===== src/rtl/sprite_pkg.sv =====
// Shared definitions for the sprite blitter: command encodings, FSM states,
// pass types and default screen size.
package sprite_pkg;

  localparam logic [1:0] CMD_ERASE = 2'b00;
  localparam logic [1:0] CMD_DRAW  = 2'b01;
  localparam logic [1:0] CMD_MOVE  = 2'b10;
  localparam logic [1:0] CMD_RSVD  = 2'b11;

  localparam int SCREEN_W_DEF = 320;
  localparam int SCREEN_H_DEF = 240;

  typedef enum logic [2:0] {
    IDLE  = 3'd0,
    LOAD  = 3'd1,
    ADDR  = 3'd2,
    FETCH = 3'd3,
    PLOT  = 3'd4,
    DONE  = 3'd5
  } state_e;

  typedef enum logic {
    PASS_BG  = 1'b0,
    PASS_SPR = 1'b1
  } pass_e;

  // Counter width that stays at least one bit for degenerate 1-pixel sizes.
  function automatic int cnt_width(input int n);
    return (n > 1) ? $clog2(n) : 1;
  endfunction

endpackage


===== src/rtl/blit_counter.sv =====
// Column/row raster counter over a SPRITE_W x SPRITE_H rectangle, with the
// post-advance value exposed so the next pixel address can be registered early.
module blit_counter
  import sprite_pkg::*;
#(
  parameter int SPRITE_W = 4,
  parameter int SPRITE_H = 4,
  localparam int CW = cnt_width(SPRITE_W),
  localparam int RW = cnt_width(SPRITE_H)
) (
  input  logic          clock,
  input  logic          reset,
  input  logic          clear,
  input  logic          advance,
  output logic [CW-1:0] col,
  output logic [RW-1:0] row,
  output logic [CW-1:0] col_next,
  output logic [RW-1:0] row_next,
  output logic          last
);

  // Next raster position with column wrap into the following row.
  always_comb begin
    col_next = col + CW'(1);
    row_next = row;
    if (col == CW'(SPRITE_W - 1)) begin
      col_next = '0;
      if (row == RW'(SPRITE_H - 1)) begin
        row_next = '0;
      end else begin
        row_next = row + RW'(1);
      end
    end else begin
      row_next = row;
    end
  end

  assign last = (col == CW'(SPRITE_W - 1)) && (row == RW'(SPRITE_H - 1));

  // Position register.
  always_ff @(posedge clock or posedge reset) begin
    if (reset) begin
      col <= '0;
      row <= '0;
    end else if (clear) begin
      col <= '0;
      row <= '0;
    end else if (advance) begin
      col <= col_next;
      row <= row_next;
    end else begin
      col <= col;
      row <= row;
    end
  end

endmodule


===== src/rtl/sprite_blitter.sv =====
// Sprite renderer: ERASE/DRAW/MOVE a SPRITE_W x SPRITE_H rectangle from ROMs to VGA.
// Optional feature macro: SPRITE_TRANSPARENCY_EN (skip sprite pixels of TRANSPARENT_COLOR).
module sprite_blitter
  import sprite_pkg::*;
#(
  parameter int SPRITE_W = 4,
  parameter int SPRITE_H = 4,
  parameter int X_W = 9,
  parameter int Y_W = 8,
  parameter int COLOR_W = 3,
  parameter int SCREEN_W = SCREEN_W_DEF,
  parameter int SCREEN_H = SCREEN_H_DEF,
  parameter logic [COLOR_W-1:0] TRANSPARENT_COLOR = '0,
  localparam int AW = cnt_width(SPRITE_W * SPRITE_H)
) (
  input  logic               clock,
  input  logic               reset,
  input  logic               start,
  input  logic [1:0]         cmd,
  input  logic [X_W-1:0]     x_in,
  input  logic [Y_W-1:0]     y_in,
  output logic               busy,
  output logic               done,
  output logic [X_W-1:0]     bg_x,
  output logic [Y_W-1:0]     bg_y,
  input  logic [COLOR_W-1:0] bg_color,
  output logic [AW-1:0]      spr_addr,
  input  logic [COLOR_W-1:0] spr_color,
  output logic               plot,
  output logic [X_W-1:0]     x_out,
  output logic [Y_W-1:0]     y_out,
  output logic [COLOR_W-1:0] color_out,
  output logic [X_W-1:0]     last_x,
  output logic [Y_W-1:0]     last_y
);

  localparam int CW = cnt_width(SPRITE_W);
  localparam int RW = cnt_width(SPRITE_H);

  state_e         state;
  logic [1:0]     op;
  logic           pass2;
  pass_e          ptype;
  logic [X_W-1:0] base_x, tgt_x, nb_x;
  logic [Y_W-1:0] base_y, tgt_y, nb_y;
  pass_e          ntype;
  logic [CW-1:0]  col, col_next;
  logic [RW-1:0]  row, row_next;
  logic           last_pix;
  logic [X_W:0]   px;
  logic [Y_W:0]   py;
  logic           skip;
  logic [AW-1:0]  nxt_addr;

  blit_counter #(.SPRITE_W(SPRITE_W), .SPRITE_H(SPRITE_H)) u_counter (
    .clock    (clock),
    .reset    (reset),
    .clear    (state == LOAD),
    .advance  (state == PLOT),
    .col      (col),
    .row      (row),
    .col_next (col_next),
    .row_next (row_next),
    .last     (last_pix)
  );

`ifndef SPRITE_TRANSPARENCY_EN
  logic unused_transparent;
  assign unused_transparent = ^TRANSPARENT_COLOR;
`endif

  // Pixel coordinate, skip decision, next ROM address and next pass setup.
  always_comb begin
    px       = {1'b0, base_x} + (X_W + 1)'(col);
    py       = {1'b0, base_y} + (Y_W + 1)'(row);
`ifdef SPRITE_TRANSPARENCY_EN
    skip     = (px >= (X_W + 1)'(SCREEN_W)) || (py >= (Y_W + 1)'(SCREEN_H)) ||
               ((ptype == PASS_SPR) && (spr_color == TRANSPARENT_COLOR));
`else
    skip     = (px >= (X_W + 1)'(SCREEN_W)) || (py >= (Y_W + 1)'(SCREEN_H));
`endif
    nxt_addr = AW'(row_next) * AW'(SPRITE_W) + AW'(col_next);
    nb_x     = tgt_x;
    nb_y     = tgt_y;
    ntype    = PASS_BG;
    case (op)
      CMD_ERASE: ntype = PASS_BG;
      CMD_DRAW:  ntype = PASS_SPR;
      CMD_MOVE: begin
        if (pass2) begin
          ntype = PASS_SPR;
        end else begin
          nb_x  = last_x;
          nb_y  = last_y;
          ntype = PASS_BG;
        end
      end
      default: ntype = PASS_BG;
    endcase
  end

  // Command FSM; every output is registered.
  always_ff @(posedge clock or posedge reset) begin
    if (reset) begin
      state     <= IDLE;
      op        <= CMD_ERASE;
      pass2     <= 1'b0;
      ptype     <= PASS_BG;
      base_x    <= '0;
      base_y    <= '0;
      tgt_x     <= '0;
      tgt_y     <= '0;
      busy      <= 1'b0;
      done      <= 1'b0;
      plot      <= 1'b0;
      x_out     <= '0;
      y_out     <= '0;
      color_out <= '0;
      bg_x      <= '0;
      bg_y      <= '0;
      spr_addr  <= '0;
      last_x    <= '0;
      last_y    <= '0;
    end else begin
      case (state)
        IDLE: begin
          done <= 1'b0;
          plot <= 1'b0;
          if (start && (cmd != CMD_RSVD)) begin
            op    <= cmd;
            tgt_x <= x_in;
            tgt_y <= y_in;
            pass2 <= 1'b0;
            busy  <= 1'b1;
            state <= LOAD;
          end else begin
            busy  <= 1'b0;
          end
        end
        LOAD: begin
          base_x   <= nb_x;
          base_y   <= nb_y;
          ptype    <= ntype;
          bg_x     <= nb_x;
          bg_y     <= nb_y;
          spr_addr <= '0;
          state    <= ADDR;
        end
        ADDR: state <= FETCH;
        FETCH: begin
          plot      <= ~skip;
          x_out     <= px[X_W-1:0];
          y_out     <= py[Y_W-1:0];
          color_out <= (ptype == PASS_SPR) ? spr_color : bg_color;
          state     <= PLOT;
        end
        PLOT: begin
          plot <= 1'b0;
          if (!last_pix) begin
            bg_x     <= base_x + X_W'(col_next);
            bg_y     <= base_y + Y_W'(row_next);
            spr_addr <= nxt_addr;
            state    <= ADDR;
          end else if ((op == CMD_MOVE) && !pass2) begin
            pass2 <= 1'b1;
            state <= LOAD;
          end else begin
            done  <= 1'b1;
            state <= DONE;
            if (ptype == PASS_SPR) begin
              last_x <= base_x;
              last_y <= base_y;
            end
          end
        end
        DONE: begin
          done  <= 1'b0;
          busy  <= 1'b0;
          state <= IDLE;
        end
        default: state <= IDLE;
      endcase
    end
  end

endmodule


===== config.mk =====
export PLATFORM = sky130hd
export DESIGN_NAME = sprite_blitter
export DESIGN_NICKNAME = d
export VERILOG_FILES = /design/src/rtl/sprite_pkg.sv /design/src/rtl/blit_counter.sv /design/src/rtl/sprite_blitter.sv
export SDC_FILE = /design/constraint.sdc
export NUM_CORES = 1
export LEC_CHECK = 0
export BUFFER_PORTS_ARGS = -buffer_cell sky130_fd_sc_hd__buf_2
export CORE_MARGIN = 1.5
export CORE_UTILIZATION = 56
export CTS_CLUSTER_DIAMETER = 150
export DETAILED_ROUTE_END_ITERATION = 16
export PLACE_DENSITY = 0.8
export SLEW_MARGIN = 10
export SYNTH_ARGS = -nofsm -noshare
export SYNTH_HDL_FRONTEND = slang
export SYNTH_SLANG_ARGS = --single-unit

===== constraint.sdc =====
create_clock -name clock -period 3.7 [get_ports clock]
set_input_delay 0.555 -clock clock [delete_from_list [all_inputs] [get_ports clock]]
set_output_delay 0.555 -clock clock [all_outputs]
set_load 0.02 [all_outputs]

==> flow_metrics.tcl <==
set metrics [dict create \
    start_kind "flip-flop" \
    seq_area_frac_synth_pct 52.04 \
    gp_congestion 0.8705 \
    timing.critical_path.cells "ha_1 > mux2_2 > ha_1 > fa_1 > nand3_1 > xnor2_1 > a221o_1" \
    yosysUniqueCellTypes 45 \
    grt_pass1_vias 3672 \
    ys.flop_type "dfrtp_1" \
    dieArea_um2 9684 \
    critPathTopFamily "adder cells" \
    tightest_slew_ns 1.016 \
    die_h_um 98.41 \
    skew_ns 0.01699 \
    area_growth_pct 14.41 \
    ir_drop_mv 0.2132 \
    r2r_slack_ns 1.29 \
    tns_ns 0 \
    vias 3664 \
    synth_fp_nets 512 \
    dpl.cell_count 639 \
    cts_tree "done" \
    core_area_um2 8763 \
    drc_errors 0 \
    hold_viol_final 0 \
    p_per_area_nw_per_um2 347.1 \
    synth_area_um2 5097 \
    port_buffers 88 \
    netlist.area_leader.share_pct 52.04 \
    yosysMostFrequentCell "dfrtp_1" \
    layout-drive-gt1-share_pct 28.34 \
    report.final.slew_viol_count 0 \
    fmax_ghz 0.4156 \
    ys_ff_latch 106 \
    r2r-start "u_counter.col[0]" \
    leakage_nw 2.954 \
    slew_headroom_pct 32.19 \
    rsz0062_at_grt "false" \
    clk_latency_ns 0.37 \
    critical_path_arrival_ns 2.66 \
    grt_pass1_wl_um 18910 \
    drt-vias-per-instance 5.594 \
    grt_overflow_total 0 \
    worstSetupPathType "reg -> reg" \
    synth_cells 468 \
    required_ns 3.95 \
    fin_util_pct 66.55 \
    clock_sinks 106 \
    max_stage_delay_ns 0.44 \
    holdBufCountCts 0 \
    htree_levels 3 \
    ios 89 \
    hp-class "in -> async" \
    setup_viol 0 \
    dr.first_iter.drc_count 242 \
    maxCapViolations 0 \
    startpoint "u_counter.col[0]" \
    die_w_um 98.41 \
    dr.pass1.iters 4 \
    cp_num_buf_inv 0 \
    antenna_cells 0 \
    clock_path_buffers 2 \
    yosysTopAreaCell "dfrtp_1" \
    period_needed_ns 2.406 \
    cp_common_cell "ha_1" \
    async_reset_ff_share_pct 100.0 \
    numCtsBuffers 9 \
    synth-warning-count 0 \
    netlist_top_cells_count "dfrtp_1 (106), nand2_1 (64), o21ai_0 (45), nor2_1 (30), mux2_2 (27)" \
    path_clk_slew_ns 0.11 \
    rows 34 \
    worstRegToRegCells 7 \
    cp_slowest_cell "dfrtp_1" \
    cts_repair_resize_count 0 \
    layout.nets 586 \
    clockRootBuffer "clkbuf_8" \
    synth.area.top_cells "dfrtp_1 (52%), mux2_2 (6.0%), nand2_1 (4.7%)" \
    postCtsSetupRepairBufs 0 \
    synth_edf_count 0 \
    cp_max_fo 6 \
    detail_route.wl_per_cell_um 17.25 \
    synth.avg_cell_area_um2 10.89 \
    antenna_left 0 \
    antenna_found_initial 0 \
    fillers 702 \
    fin_crit_sh_pct 65.04 \
    end_kind "flip-flop" \
    grt_usage_pct 24.91 \
    rr_endpoint "bg_y[6]" \
    initial_core_util_pct 58.17 \
    detailed_place_hpwl_um 8160 \
    grt_max_degree 66 \
    outcome "finished, final reports clean" \
    finalWirelength_um 11300 \
    final_cells 655 \
]
==> cells by family (layout without fill, tap and decap cells) <==
logic type	count (synthesis)	count (layout)	share of synthesized area (%)
mux	56	56	12.64
xor+xnor	28	28	4.811
simple gates	129	129	11.51
fa+ha+maj	16	16	4.516
compound gates	91	91	10.90
flops	106	106	52.04
buf+inv	42	121	3.584
==> flip-flops by register name (all words and copies together), names as in the netlist, 3 cells and up <==
signal and count:
base_x 9, base_y 8, bg_x 9, bg_y 8, color_out 3, last_x 9, last_y 8, spr_addr 4
state 3, tgt_x 9, tgt_y 8, x_out 9, y_out 8
==> metal layers <==
layer | vias to the layer above | global-route usage (%) | routed length, um
met5 | - | 0 | 0
met4 | 0 | 6.067 | 152
met3 | 15 | 4.366 | 524
met2 | 123 | 39.62 | 5319
met1 | 1784 | 35.96 | 5301
li1 | 1742 | - | -
==> cell type report <==
type	instances	area (um2)	area share, %
repair buffers	94	498.0	8.539
flip-flops and latches	106	2653	45.48
clock buffers	10	137.6	2.360
multi-input cells	320	2267	38.88
well taps	108	135.1	2.317
clock inverters	6	97.59	1.673
inverters	11	43.79	0.7509
==> report_power, final <==
part / total (mW) / internal (mW) / switching [mW]
logic: 0.0452 / 0.0151 / 0.0302
clock network: 0.819 / 0.409 / 0.410
registers: 1.16 / 1.16 / 0.000682
total: 2.02 / 1.58 / 0.441
==> through the flow <==
step                total power [mW]  hold WS, ns  cell area (um2)  setup WS, ns
finish                         2.024       0.2038             5832         1.294
global route                   2.092       0.2517             5832         1.151
floorplan                      1.205       0.4726             5097        0.3561
detailed placement             1.230       0.4657             5597         1.317
global placement               1.229       0.4561             5597         1.388
CTS                            2.035       0.2319             5832         1.309
==> worst max-delay path by stage <==
stage	to	slack (ns)	depth (start not counted)
2_1_floorplan	base_x[0]	0.36	1
3_3_place_gp	tgt_x[7]	1.39	5
3_5_place_dp	tgt_x[4]	1.32	5
4_1_cts	bg_y[6]	1.31	7
5_1_grt	bg_y[5]	1.15	7
6_report	bg_y[6]	1.29	7
==> cells in the final DEF, fill, tap and decap left out, types with 7 or more instances in the layout <==
cell      instances
clkbuf_8         10
ha_1             12
o21ai_0          45
nand3_1           7
xnor2_1          17
buf_2            88
dfrtp_1         106
a21oi_1          13
mux2_2           27
xor2_1           11
nor2_1           29
mux2i_1          19
inv_1            10
a21o_1           13
nand2_1          64
mux2_4           10
No activity file was read; power rests on OpenSTA's default activity.
